<file path="config.mk">
export PLATFORM = sky130hd
export DESIGN_NAME = lsu_arbiter
export DESIGN_NICKNAME = d
export VERILOG_FILES = /design/src/rtl/lsu_arbiter.sv
export SDC_FILE = /design/constraint.sdc
export NUM_CORES = 1
export LEC_CHECK = 0
export ABC_CLOCK_PERIOD_IN_PS = 2000
export CORE_ASPECT_RATIO = 0.5
export CORE_MARGIN = 2
export CORE_UTILIZATION = 37
export CTS_CLUSTER_SIZE = 30
export DETAILED_ROUTE_END_ITERATION = 16
export GPL_TIMING_DRIVEN = 0
export PLACE_DENSITY = 0.77
export SETUP_SLACK_MARGIN = 0.3
export SYNTH_ARGS = -nofsm -noshare
export SYNTH_HDL_FRONTEND = slang
export SYNTH_SLANG_ARGS = --single-unit
</file>
<file path="constraint.sdc">
create_clock -name i_clk -period 2 [get_ports i_clk]
set_clock_uncertainty 0.05 [all_clocks]
set_input_delay 0.5 -clock i_clk [delete_from_list [all_inputs] [get_ports i_clk]]
set_output_delay 0.5 -clock i_clk [all_outputs]
set_load 0.01 [all_outputs]
</file>
<file path="src/rtl/lsu_arbiter.sv">
// Two-requester arbiter for the single LSU port: the core MEM stage (req0) and the loader/debug port (req1).
// Each transaction latches the command in IDLE, drives the LSU for one ACCESS cycle, then returns data in RESP.
module lsu_arbiter #(
    parameter int CORE_PRIO = 1,
    parameter int MAX_WAIT  = 4
) (
    input  logic        i_clk,
    input  logic        i_rst,
    input  logic        i_req0_valid,
    input  logic [31:0] i_req0_addr,
    input  logic        i_req0_wren,
    input  logic [2:0]  i_req0_load_sel,
    input  logic [1:0]  i_req0_store_sel,
    input  logic [31:0] i_req0_st_data,
    input  logic        i_req1_valid,
    input  logic [31:0] i_req1_addr,
    input  logic        i_req1_wren,
    input  logic [2:0]  i_req1_load_sel,
    input  logic [1:0]  i_req1_store_sel,
    input  logic [31:0] i_req1_st_data,
    output logic        o_req0_ready,
    output logic        o_req1_ready,
    output logic        o_rsp0_valid,
    output logic [31:0] o_rsp0_rdata,
    output logic        o_rsp1_valid,
    output logic [31:0] o_rsp1_rdata,
    output logic [31:0] o_lsu_addr,
    output logic        o_lsu_wren,
    output logic [2:0]  o_lsu_load_sel,
    output logic [1:0]  o_lsu_store_sel,
    output logic [31:0] o_lsu_st_data,
    input  logic [31:0] i_lsu_ld_data,
    output logic        o_busy
);

    localparam logic [1:0] ST_IDLE   = 2'd0;
    localparam logic [1:0] ST_ACCESS = 2'd1;
    localparam logic [1:0] ST_RESP   = 2'd2;

    localparam logic [3:0] MAX_WAIT_C = 4'(MAX_WAIT);

    logic [1:0]  state_r;
    logic [31:0] addr_r;
    logic        wren_r;
    logic [2:0]  load_sel_r;
    logic [1:0]  store_sel_r;
    logic [31:0] st_data_r;
    logic        owner_r;
    logic [31:0] rdata_r;
    logic [3:0]  wait_cnt_r;
    logic        last_grant_r;

    logic        win_valid_s;
    logic        win_sel_s;
    logic        accept_s;
    logic [31:0] sel_addr_s;
    logic        sel_wren_s;
    logic [2:0]  sel_load_sel_s;
    logic [1:0]  sel_store_sel_s;
    logic [31:0] sel_st_data_s;
    logic [3:0]  wait_cnt_nxt_s;
    logic        in_access_s;
    logic        in_resp_s;

    // Winner selection among the pending requesters; req1 is forced once req0 has used up its wait budget.
    always_comb begin
        win_valid_s = 1'b0;
        win_sel_s   = 1'b0;
        if (i_req0_valid && i_req1_valid) begin
            win_valid_s = 1'b1;
            if (CORE_PRIO != 0) begin
                win_sel_s = (wait_cnt_r == MAX_WAIT_C);
            end else begin
                win_sel_s = ~last_grant_r;
            end
        end else if (i_req0_valid) begin
            win_valid_s = 1'b1;
            win_sel_s   = 1'b0;
        end else if (i_req1_valid) begin
            win_valid_s = 1'b1;
            win_sel_s   = 1'b1;
        end else begin
            win_valid_s = 1'b0;
            win_sel_s   = 1'b0;
        end
    end

    assign accept_s     = (state_r == ST_IDLE) && win_valid_s && !i_rst;
    assign o_req0_ready = accept_s && !win_sel_s;
    assign o_req1_ready = accept_s && win_sel_s;

    // Command mux feeding the latch at the handshake edge.
    always_comb begin
        if (win_sel_s) begin
            sel_addr_s      = i_req1_addr;
            sel_wren_s      = i_req1_wren;
            sel_load_sel_s  = i_req1_load_sel;
            sel_store_sel_s = i_req1_store_sel;
            sel_st_data_s   = i_req1_st_data;
        end else begin
            sel_addr_s      = i_req0_addr;
            sel_wren_s      = i_req0_wren;
            sel_load_sel_s  = i_req0_load_sel;
            sel_store_sel_s = i_req0_store_sel;
            sel_st_data_s   = i_req0_st_data;
        end
    end

    // Starvation counter: counts core grants that bypassed a waiting req1, saturating at the budget.
    always_comb begin
        wait_cnt_nxt_s = wait_cnt_r;
        if (state_r == ST_IDLE) begin
            if (!i_req1_valid) begin
                wait_cnt_nxt_s = 4'd0;
            end else if (accept_s && win_sel_s) begin
                wait_cnt_nxt_s = 4'd0;
            end else if (accept_s && (wait_cnt_r != MAX_WAIT_C)) begin
                wait_cnt_nxt_s = wait_cnt_r + 4'd1;
            end else begin
                wait_cnt_nxt_s = wait_cnt_r;
            end
        end else begin
            wait_cnt_nxt_s = wait_cnt_r;
        end
    end

    // Transaction FSM, command latch, load-data capture and arbitration history.
    always_ff @(posedge i_clk) begin
        if (i_rst) begin
            state_r      <= ST_IDLE;
            addr_r       <= 32'd0;
            wren_r       <= 1'b0;
            load_sel_r   <= 3'd0;
            store_sel_r  <= 2'd0;
            st_data_r    <= 32'd0;
            owner_r      <= 1'b0;
            rdata_r      <= 32'd0;
            wait_cnt_r   <= 4'd0;
            last_grant_r <= 1'b1;
        end else begin
            wait_cnt_r <= wait_cnt_nxt_s;
            case (state_r)
                ST_IDLE: begin
                    if (accept_s) begin
                        addr_r       <= sel_addr_s;
                        wren_r       <= sel_wren_s;
                        load_sel_r   <= sel_load_sel_s;
                        store_sel_r  <= sel_store_sel_s;
                        st_data_r    <= sel_st_data_s;
                        owner_r      <= win_sel_s;
                        last_grant_r <= win_sel_s;
                        state_r      <= ST_ACCESS;
                    end
                end
                ST_ACCESS: begin
                    rdata_r <= wren_r ? 32'd0 : i_lsu_ld_data;
                    state_r <= ST_RESP;
                end
                ST_RESP: begin
                    state_r <= ST_IDLE;
                end
                default: begin
                    state_r <= ST_IDLE;
                end
            endcase
        end
    end

    assign in_access_s = (state_r == ST_ACCESS) && !i_rst;
    assign in_resp_s   = (state_r == ST_RESP) && !i_rst;

    // LSU strobes are only live during ACCESS; the unused select of each direction is forced idle.
    always_comb begin
        if (in_access_s) begin
            o_lsu_wren      = wren_r;
            o_lsu_load_sel  = wren_r ? 3'b000 : load_sel_r;
            o_lsu_store_sel = wren_r ? store_sel_r : 2'b00;
        end else begin
            o_lsu_wren      = 1'b0;
            o_lsu_load_sel  = 3'b000;
            o_lsu_store_sel = 2'b00;
        end
    end

    assign o_lsu_addr    = addr_r;
    assign o_lsu_st_data = st_data_r;

    assign o_rsp0_valid = in_resp_s && !owner_r;
    assign o_rsp1_valid = in_resp_s && owner_r;
    assign o_rsp0_rdata = o_rsp0_valid ? rdata_r : 32'd0;
    assign o_rsp1_rdata = o_rsp1_valid ? rdata_r : 32'd0;
    assign o_busy       = (state_r != ST_IDLE);

endmodule

</file>
# After elaboration in Yosys (flattened, before gate mapping)
# Cells that the tools add are included.
# Widths: inputs -> output; s select.
[op_classes]
n_addsub = 1
n_eq_ne = 6
n_mux = 23
reduce_logical = 17
[op_table]
columns = ["operator", "n"]
rows = [
  ["$mux 32", 5],
  ["$mux 4", 3],
  ["$logic_and 1x1->1", 10],
  ["$mux 3", 3],
  ["$mux 2", 4],
  ["$mux 1", 7],
  ["$add 4x1->4 const B", 1],
  ["$eq 4x3->1 const B", 1],
  ["$ne 4x3->1 const B", 1],
  ["$pmux 2 s2", 1],
  ["$reduce_and 2->1", 2],
  ["$logic_not 1->1", 3],
  ["$ne 3x1->1 const B", 1],
  ["$eq 2x1->1 const B", 1],
  ["$eq 2x2->1 const B", 1],
  ["$logic_not 2->1", 1],
  ["$ne 2x2->1 const B", 1],
  ["$reduce_bool 2->1", 1],
]
[totals]
register_bits = 109
input_bits = 176
out_inout_bits = 139
word_cells = 56

# Logic depth before layout (Yosys ltp)
[depth]
ltp_word = 9
mapped_depth = 7
depth_no_buf = 5

# Worst setup path before layout
# Ideal clock, no wire load.
[synth_timing]
kind = "input to output"
from = "input port i_rst"
to = "output port o_req0_ready"
arrival_time_ps = 1493
required_time_ps = 1450
slack_ps = -43
path_stages = 7
n_path_buf = 3
path_cell_list = "buf_4 > buf_6 > inv_1 > clkbuf_1 > nand3_1 > inv_1 > and2_1"
[synth_between]
elab_chain_len = 3
[synth_rtl]
columns = ["item", "line_no", "source"]
rows = [
  ["start, declared", "8", "input logic i_rst,"],
  ["$logic_not 1->1", "88", "assign accept_s = (state_r == ST_IDLE) && win_valid_s && !i_rst;"],
  ["$logic_and 1x1->1", "88", ""],
  ["$logic_and 1x1->1", "89", "assign o_req0_ready = accept_s && !win_sel_s;"],
  ["end, declared", "21", "output logic o_req0_ready,"],
]
# Every way passes these cells.

# Worst setup path after layout
[layout_timing]
from = "input port i_req0_valid"
to = "output port o_req0_ready"
[layout_between]
elab_chain_len = 5
elab_cells_between_ends = 9
classes_between = "4 x mux; 5 x reduce/logical"
[layout_rtl]
columns = ["item", "line_no", "source"]
rows = [
  ["start, declared", "9", "input logic i_req0_valid,"],
  ["$mux 1 or $logic_and 1x1->1 (tied branches)", "76, 69", ""],
  ["$mux 1", "69", "if (i_req0_valid && i_req1_valid) begin"],
  ["$logic_and 1x1->1 (2 in a row)", "88", ""],
  ["$logic_and 1x1->1 *", "89", ""],
]
# Every way passes the cells marked *; elsewhere a longest branch is shown, timed or not.

==> results.md <==
- Initial antenna violation count: 0
- Share of synthesized registers carrying an async set or reset: 0%
- Final hold slack: 0.4456 ns
- Max Clock Freq: 440.4 MHz
- Max-slew headroom: 55.67%
- Mapped Area: 0.006419 mm^2
- Number of max-cap violations: 0
- Critical path launch point type: primary input
- Pin count of the biggest net entering global routing: 20
- Power Density: 513.8 mW/mm^2
- Mapped Cells: 625
- Commonest non-fill, non-tap cell in the layout: clkdlybuf4s50_1
- Worst Hold Depth: 1
- H-tree depth: 3
- Nets: 1195
- Final GP Congestion: 0.8596
- Peak VDD IR: 0.4006 mV
- CTS tree: yes
- WL/cell: 26.31 um
- Simple-gate portion of the synthesized area: 26.02%
- WP data required: 1.45 ns
- Number of flops mapped to enable cells by yosys: 0
- Critical path class: in2out
- Iter 0 DRT Violations: 590
- Port Buffer Count: 313
- Seq/Total Area, Yosys: 34.00%
- Area of the die: 0.01848 mm^2
- Area of the core: 0.01668 mm^2
- Final slew viol count: 0
- Cell Area, Placed: 0.01005 mm^2
- Area grow syn2layout: 98.54%
- Detail Placement HPWL: 18410 um
- Post-synthesis xor/xnor area fraction: 0%
- Main combinational cell family by area after synthesis: compound AO/OA/AOI/OAI gates
- Vias: 7867
- Post-synthesis mux area share: 0%
- DRC violations left: 0
- Status: complete, but fails checks
- Post-synthesis adder-cell area fraction: 0.3899%
- Row count: 33
- CTS buffer count: 9
- CTS hold repair buffers: 0
- Drt first pass iters: 5
- Min-Delay Path Class: reg2reg
- Overall Global Routing Usage: 31.96%
- Reg-to-reg startpoint: wait_cnt_r[1]
- Clk sink count: 109
- Share of layout cells above drive strength 1: 38.85%
- RSZ-0062 raised after global routing: true
- Cell total after placement: 1165
- Hold Violations, Final: 0
- Post-DRT Antenna Nets: 0
- Netlist cell types: 36
- Non-filler cells, final: 1249
- Synth Net Count: 803
- Remaining global-route overflow: 0
- Design Power: 6.547 mW
- Tcrit/Tclk final: 113.5%
- Final worst path period need: 2.271 ns
- Synth Register Bits: 109
- CP arrival: 1.72 ns
- IO Pins: 315
- Number of global-route vias before repair: 7892
- Die W: 190.3 um
- Initial core utilization: 38.48%
- ANT cells: 0
- Endpoints failing setup: 86
- Mean Syn Cell Area: 10.27 um^2
- Clock Path Buffers: 2
- First-pass GRT wire length: 46430 um
- Clk slew on worst S/H paths: 0.07 ns
- Final Routed Wirelength: 32860 um
- Crit path max fanout: 10
- CP Capture Type: primary output
- Worst Slack Setup Final: -0.2708 ns
- Die Ht: 97.14 um
- Static Leak: 4.894 nW
- Reg2reg setup slack: -0.17 ns
- Most frequent cells in the layout: clkdlybuf4s50_1, dfxtp_1, buf_6
- Hold Startpoint: load_sel_r[1]
- Clk root buf: clkbuf_16
- Design Area, Final: 0.01274 mm^2
- FF-to-FF path depth: 11
- Worst-Skew Late Latency: 0.36 ns
- RR Endpoint: o_lsu_addr[4]
- Slew @ Worst Pin: 0.6649 ns
- Compound-Gate Fraction of Synth Area: 31.17%
- Failing checks: negative setup slack
- Mean number of vias per cell: 6.299
- Synth Flop Type: dfxtp_1
- Dpl ws: -1.241 ns
- Yosys Warn Count: 0
- Hold Crit Endpoint: load_sel_r[1]
cell usage after synthesis, types with 4 or more instances:
cell / n / area share, %
nand2b_1: 70 / 6.8
nand2_1: 4 / 0.23
inv_1: 5 / 0.29
a2111oi_0: 14 / 1.9
a221o_1: 70 / 11
and4_1: 70 / 9.6
a22o_1: 32 / 4.4
and2_1: 70 / 6.8
clkbuf_1: 38 / 2.2
buf_2: 34 / 2.7
dfxtp_1: 109 / 34
buf_6: 15 / 2.6
a2111oi_2: 56 / 13
layer usage:
layer	vias up	GRT usage [%]	share of wire, %
li1	3284	-	-
met1	3793	39.49	39
met2	587	53.09	46
met3	203	6.537	8.7
met4	0	15.80	7.0
met5	-	0	0
kinds of logic after synthesis:
logic type | after synthesis
buffers and inverters | 99
AND/OR/NAND/NOR | 234
adder cells (fa/ha/maj) | 2
AO/OA/AOI/OAI | 181
flip-flops | 109
worst max-delay path by stage:
stage | startpoint | end | cells past startpoint
after global routing | wait_cnt_r[1] | o_req0_ready | 8
after CTS | i_rst | o_rsp1_rdata[13] | 8
after floorplan | i_rst | o_rsp1_rdata[10] | 5
final | i_req0_valid | o_req0_ready | 8
after global placement | i_req1_valid | o_req0_ready | 8
after detailed placement | i_req1_valid | o_req0_ready | 8
critical path, stage by stage:
cell	delay, ns
dlygate4sd2_1	0.27
or2_1	0.26
buf_6	0.14
buf_8	0.14
nand3_4	0.08
inv_2	0.06
and2_4	0.16
buf_6	0.12
state kept, by name, indices dropped and copies added, names as in the netlist:
signal         count
state_r            2
owner_r            1
rdata_r           32
o_lsu_st_data     32
wait_cnt_r         4
load_sel_r         3
store_sel_r        2
o_lsu_addr        32
wren_r             1
layout make-up:
| cell class | count | area [um^2] |
|---|---|---|
| Multi-Input combinational cell | 417 | 4885 |
| Clock buffer | 10 | 239.0 |
| Buffer | 92 | 938.4 |
| Fill cell | 929 | 3938 |
| Timing Repair Buffer | 381 | 4085 |
| Sequential cell | 109 | 2196 |
| Clock inverter | 6 | 78.83 |
| Inverter | 7 | 37.54 |
| Tap cell | 227 | 284.0 |
stage by stage:
stage	util [%]	TNS (ns)
detailed placement	60.25	-76.06
global route	76.40	-15.94
global placement	60.25	-71.69
finish	76.40	-11.63
floorplan	-	0
CTS	74.31	-9.142
report_power, final:
group / internal [mW] / leakage (nW) / switching, mW
clock network: 1.04 / 0.151 / 0.955
registers: 2.36 / 0.899 / 0.143
logic: 1.01 / 3.84 / 1.04
what timing repair did:
item	4_1_cts	5_1_grt
gates cloned	12	4
resized for setup	690	43
hold endpoints to repair	0	0
setup endpoints to repair	211	180
pin swaps	67	44
setup buffers	42	10
Note: power is estimated with default switching activity, not from simulation.
